==> src/rtl/rot_seq_ctrl_if.sv <==
// Handshake/operand bundle between the rotate sequencer, its requester and the
// downstream 1-bit rotate-right register (RR).
interface rot_seq_ctrl_if #(
  parameter int AMT_W = 2
);
  logic             start;
  logic [3:0]       din;
  logic [AMT_W-1:0] amt;
  logic [3:0]       q;
  logic [3:0]       s;
  logic [3:0]       r;
  logic             busy;
  logic             done;
  logic [3:0]       dout;

  // Requester and RR side: drives the request and RR's registered result.
  modport master (
    output start, din, amt, r,
    input  q, s, busy, done, dout
  );

  // Sequencer side.
  modport slave (
    input  start, din, amt, r,
    output q, s, busy, done, dout
  );
endinterface

==> src/rtl/rot_seq_ctrl.sv <==
// Multi-step rotate sequencer: steps the external rotate-right-by-one register
// amt times, feeding each registered result back as the next operand.
module rot_seq_ctrl #(
  parameter logic [3:0] OPC_ROR = 4'b0100,
  parameter logic [3:0] OPC_NOP = 4'b0000,
  parameter int         AMT_W   = 2
) (
  input  logic         clk,
  input  logic         Reset,
  rot_seq_ctrl_if.slave bus
);

  localparam logic [1:0] IDLE  = 2'd0;
  localparam logic [1:0] ISSUE = 2'd1;
  localparam logic [1:0] WAIT  = 2'd2;
  localparam logic [1:0] DONE  = 2'd3;

  logic [1:0]       state;
  logic [3:0]       cur;
  logic [AMT_W-1:0] cnt;
  logic [3:0]       q;
  logic [3:0]       s;
  logic [3:0]       dout;

  always_ff @(posedge clk) begin
    if (!Reset) begin
      state <= IDLE;
      cur   <= '0;
      cnt   <= '0;
      q     <= '0;
      s     <= OPC_NOP;
      dout  <= '0;
    end else begin
      case (state)
        IDLE: begin
          s <= OPC_NOP;
          if (bus.start) begin
            cur <= bus.din;
            cnt <= bus.amt;
            if (bus.amt == '0) begin
              state <= DONE;
              dout  <= bus.din;
            end else begin
              state <= ISSUE;
              q     <= bus.din;
              s     <= OPC_ROR;
            end
          end
        end
        ISSUE: begin
          // RR captures q/s on this edge; the opcode is withdrawn so it never
          // stays asserted for two consecutive cycles.
          state <= WAIT;
          s     <= OPC_NOP;
        end
        WAIT: begin
          cur <= bus.r;
          cnt <= cnt - AMT_W'(1);
          if (cnt == AMT_W'(1)) begin
            state <= DONE;
            dout  <= bus.r;
          end else begin
            state <= ISSUE;
            q     <= bus.r;
            s     <= OPC_ROR;
          end
        end
        DONE: begin
          state <= IDLE;
        end
        default: begin
          state <= IDLE;
        end
      endcase
    end
  end

  assign bus.q    = q;
  assign bus.s    = s;
  assign bus.dout = dout;
  assign bus.busy = (state != IDLE);
  assign bus.done = (state == DONE);

  // Sanity properties on the sequencing and on the attached RR.
  a_no_back_to_back_ror: assert property (
    @(posedge clk) disable iff (!Reset)
      (s == OPC_ROR) |=> (s != OPC_ROR));

  a_wait_cnt_nonzero: assert property (
    @(posedge clk) disable iff (!Reset)
      (state == WAIT) |-> (cnt != '0));

  a_rr_result: assert property (
    @(posedge clk) disable iff (!Reset)
      (state == WAIT) |-> (bus.r == {cur[0], cur[3:1]}));

endmodule

==> src/flat_wrapper.sv <==
// flat-port wrapper written by rule: the top's interface ports become plain ports
module rot_seq_ctrl_flat 
#(
  parameter logic [3:0] OPC_ROR = 4'b0100,
  parameter logic [3:0] OPC_NOP = 4'b0000,
  parameter int         AMT_W   = 2
)
  (clk, Reset, bus_start, bus_din, bus_amt, bus_r, bus_q, bus_s, bus_busy, bus_done, bus_dout);
  rot_seq_ctrl_if #(.AMT_W(AMT_W)) bus_i ();
  input  logic clk;
  input  logic Reset;
  input wire logic [$bits(bus_i.start)-1:0] bus_start;
  input wire logic [$bits(bus_i.din)-1:0] bus_din;
  input wire logic [$bits(bus_i.amt)-1:0] bus_amt;
  input wire logic [$bits(bus_i.r)-1:0] bus_r;
  output wire logic [$bits(bus_i.q)-1:0] bus_q;
  output wire logic [$bits(bus_i.s)-1:0] bus_s;
  output wire logic [$bits(bus_i.busy)-1:0] bus_busy;
  output wire logic [$bits(bus_i.done)-1:0] bus_done;
  output wire logic [$bits(bus_i.dout)-1:0] bus_dout;
  assign bus_i.start = bus_start;
  assign bus_i.din = bus_din;
  assign bus_i.amt = bus_amt;
  assign bus_i.r = bus_r;
  assign bus_q = bus_i.q;
  assign bus_s = bus_i.s;
  assign bus_busy = bus_i.busy;
  assign bus_done = bus_i.done;
  assign bus_dout = bus_i.dout;
  rot_seq_ctrl #(.OPC_ROR(OPC_ROR), .OPC_NOP(OPC_NOP), .AMT_W(AMT_W)) u_core (.clk(clk), .Reset(Reset), .bus(bus_i));
endmodule
==> config.mk <==
export PLATFORM = sky130hd
export DESIGN_NAME = rot_seq_ctrl_flat
export DESIGN_NICKNAME = d
export VERILOG_FILES = /design/src/rtl/rot_seq_ctrl_if.sv /design/src/rtl/rot_seq_ctrl.sv /design/src/flat_wrapper.sv
export SDC_FILE = /design/constraint.sdc
export NUM_CORES = 1
export LEC_CHECK = 0
export ABC_CLOCK_PERIOD_IN_PS = 1800
export CAP_MARGIN = 20
export CORE_MARGIN = 8
export CORE_UTILIZATION = 59
export DETAILED_ROUTE_END_ITERATION = 8
export DONT_BUFFER_PORTS = 1
export PLACE_DENSITY_LB_ADDON = 0.12
export SLEW_MARGIN = 20
export SYNTH_ARGS = -nofsm -noshare
export SYNTH_HDL_FRONTEND = slang
export SYNTH_SLANG_ARGS = --single-unit
==> constraint.sdc <==
create_clock -name clk -period 1.8 [get_ports clk]
set_clock_uncertainty 0.15 [all_clocks]
set_input_delay 0.36 -clock clk [delete_from_list [all_inputs] [get_ports clk]]
set_output_delay 0.36 -clock clk [all_outputs]
set_load 0.01 [all_outputs]
==> results.py <==
metrics = {
    "status": {
        "status": "complete, no violations",
    },
    "cells_and_area": {
        "diodes": 0,
        "syn_to_final_growth_pct": 4.065,
        "stdcell_count": 97,
        "mostFrequentLayoutCells": "14 x nand2_1, 12 x dfxtp_1, 9 x mux2i_1",
        "final_common_cell": "nand2_1",
        "drive_above_1_share_pct": 20.73,
        "fin_nets": 102,
    },
    "routing": {
        "first_iter_violations": 7,
        "wire_per_inst_microns": 16.45,
        "dr.pass1.iters": 4,
        "via_count": 539,
        "drc": 0,
        "final_antenna_net_count": 0,
        "finalWirelength_mm": 1.596,
        "vias_per_cell": 5.557,
    },
    "power_and_ir_drop": {
        "p_int_mw": 0.7034,
        "power.density_nw_per_um2": 1452,
        "p_sw_mw": 0.4596,
        "switching_share_pct": 39.52,
        "peakVddDrop_uv": 980.2,
        "leakagePower_nw": 0.3625,
        "seqPwrFrac_pct": 40.7,
        "total_power_mw": 1.163,
        "comb_power_share_pct": 44.1,
        "p_clk_share_pct": 15.2,
    },
    "min_path": {
        "hold_class": "in2reg",
    },
    "place": {
        "dpl_worst_slack_ns": -0.009596,
        "place_congestion": 0.7361,
        "dp_hpwl_mm": 1.281,
        "placed_cells": 93,
        "io_buffers": 0,
    },
    "synth": {
        "synth_xor_area_share_pct": 0,
        "syn_inst": 81,
        "synthArstFlopShare_pct": 0,
        "synth_top_flop_cell": "dfxtp_1",
        "synth_area_sq_um": 769.5,
        "synth_edf_count": 0,
        "yosysSeqAreaShare_pct": 33.82,
        "yosys.area.top_type": "dfxtp_1",
        "synth_top_family_by_area": "multiplexers",
        "syn_area_per_cell_sq_um": 9.500,
        "yosys-top-cells-area": "dfxtp_1 34%, mux2i_1 12%, ha_1 9.8%, nand2_1 6.8%, mux2_2 5.9%",
        "synth-simple-area-share_pct": 15.45,
        "synthDistinctLibCells": 26,
        "ys_warn_count": 0,
        "muxShareOfSynthArea_pct": 19.51,
        "ys_seq_elements": 13,
        "synth_compound_area_share_pct": 14.31,
        "netlist.area_leader.share_pct": 33.82,
        "synthAdderAreaFrac_pct": 9.756,
    },
    "worst_setup_path": {
        "cp_max_fo": 8,
        "cp.arrival_ns": 1.75,
        "startpoint_type": "flop",
        "path_class": "reg2reg",
        "critPathRequiredTime_ns": 1.82,
        "end_kind": "flop",
    },
    "global_routing": {
        "antenna_found_initial": 0,
        "grt_pass1_vias": 559,
        "grt_start_max_net_pins": 18,
        "grt_pass1_wl_mm": 2.532,
        "grt_use_met3_pct": 7.123,
        "overflow": 0,
        "use_met1_pct": 13.01,
        "busiest_layer": "met2",
        "grt_usage_pct": 12.24,
        "met2_usage_pct": 19.80,
    },
    "timing": {
        "fmax_ghz": 0.5767,
        "rsz0062_at_grt": "yes",
        "finalMaxSlewViolations": 0,
        "setup_viol": 0,
        "hold_viol": 0,
        "holdWs_ns": 0.05830,
        "fin_crit_sh_pct": 96.34,
        "setup_ws_ns": 0.06594,
        "min_period_ns": 1.734,
    },
    "clock_network": {
        "clkTransAtPathRegs_ns": 0.08,
        "insertion_delay_ns": 0.27,
        "cts_tree": "built",
        "cts_buffer_depth": 2,
        "hold_buffers": 0,
        "htreeDepth": 1,
        "clock_sinks": 13,
        "cts_buffers": 3,
        "cts_root_buf": "clkbuf_4",
    },
    "floorplan": {
        "rows": 13,
        "initial_utilization_pct": 61.44,
        "die_w_microns": 52.12,
        "core_area_sq_um": 1252,
        "io_pins": 27,
        "die_y_microns": 52.12,
        "dieArea_sq_um": 2716,
    },
    "flow_run": {
        "maxCapViolations": 0,
    },
}
[power groups by stage]
stage,Clock (mW),Sequential [mW],Combinational (mW)
finish,0.177,0.473,0.513
global route,0.194,0.489,0.557
CTS,0.182,0.474,0.515
detailed placement,0,0.480,0.508
global placement,0,0.476,0.491
floorplan,0,0.457,0.440
[sequential cells by signal (all words and copies together), names as in the netlist]
| register | flops |
|---|---|
| u_core.state | 2 |
| u_core.bus.s | 1 |
| u_core.bus.q | 4 |
| u_core.bus.dout | 4 |
| u_core.cnt | 2 |
[logic make-up after synthesis]
kind of cell	count (synthesis)
and+or+nand+nor	22
AOI/OAI and AO/OA	15
muxes	14
DFF	13
buffers and inverters	10
adders and majority gates	6
other	1
[synthesized netlist by cell type, types with 2 or more instances]
cell type / instances
mux2_2: 4
inv_1: 4
buf_4: 3
dfxtp_1: 13
o21a_1: 2
ha_1: 6
nand2_1: 14
a21oi_1: 4
buf_2: 2
o211a_1: 2
o21ai_0: 3
mux2i_1: 9
nand2b_1: 2
[worst max-delay path, stage by stage (launching register included)]
cell and delay (ns):
dfxtp_2 0.34, inv_1 0.14, ha_2 0.31, mux2_4 0.36, o21a_1 0.12, o211a_1 0.20
[layer usage]
metal / vias up / share of wire, %
met5: - / 0
met4: 0 / 1.2
met3: 4 / 13
met2: 25 / 44
met1: 234 / 42
li1: 276 / -
[worst paths after layout]
check | start | to | slack, ns | cells past startpoint
setup / recovery | u_core.state[0] | u_core.cnt[0] | 0.07 | 5
hold / removal | Reset | u_core.state[0] | 0.06 | 2
setup reg to reg | u_core.state[0] | u_core.cnt[0] | 0.07 | 5
hold reg to reg | u_core.bus.dout[1] | u_core.bus.dout[1] | 0.36 | 2
[area by class of cell]
type / count / area (sq um)
Clock inverter: 1 / 5.005
Fill cell: 115 / 451.7
Timing Repair Buffer: 1 / 7.507
Inverter: 4 / 15.01
Clock buffer: 3 / 22.52
Tap cell: 15 / 18.77
Sequential cell: 13 / 261.5
Multi-Input combinational cell: 60 / 470.5
[through the flow]
step / area [sq um] / TNS (ns) / utilization, %
after floorplan: 777.0 / 0 / -
after global placement: 767.0 / 0 / 61.24
after detailed placement: 767.0 / -0.009835 / 61.24
after CTS: 797.0 / 0 / 63.64
after global routing: 800.8 / -0.002198 / 63.94
final: 800.8 / 0 / 63.94
[timing repair]
action / 4_1_cts / 5_1_grt
setup buffers: 0 / 0
gates resized for setup: 1 / 2
pin swaps: 0 / 1
endpoints found under the setup margin: 3 / 10
(Power assumes the default switching activity.)
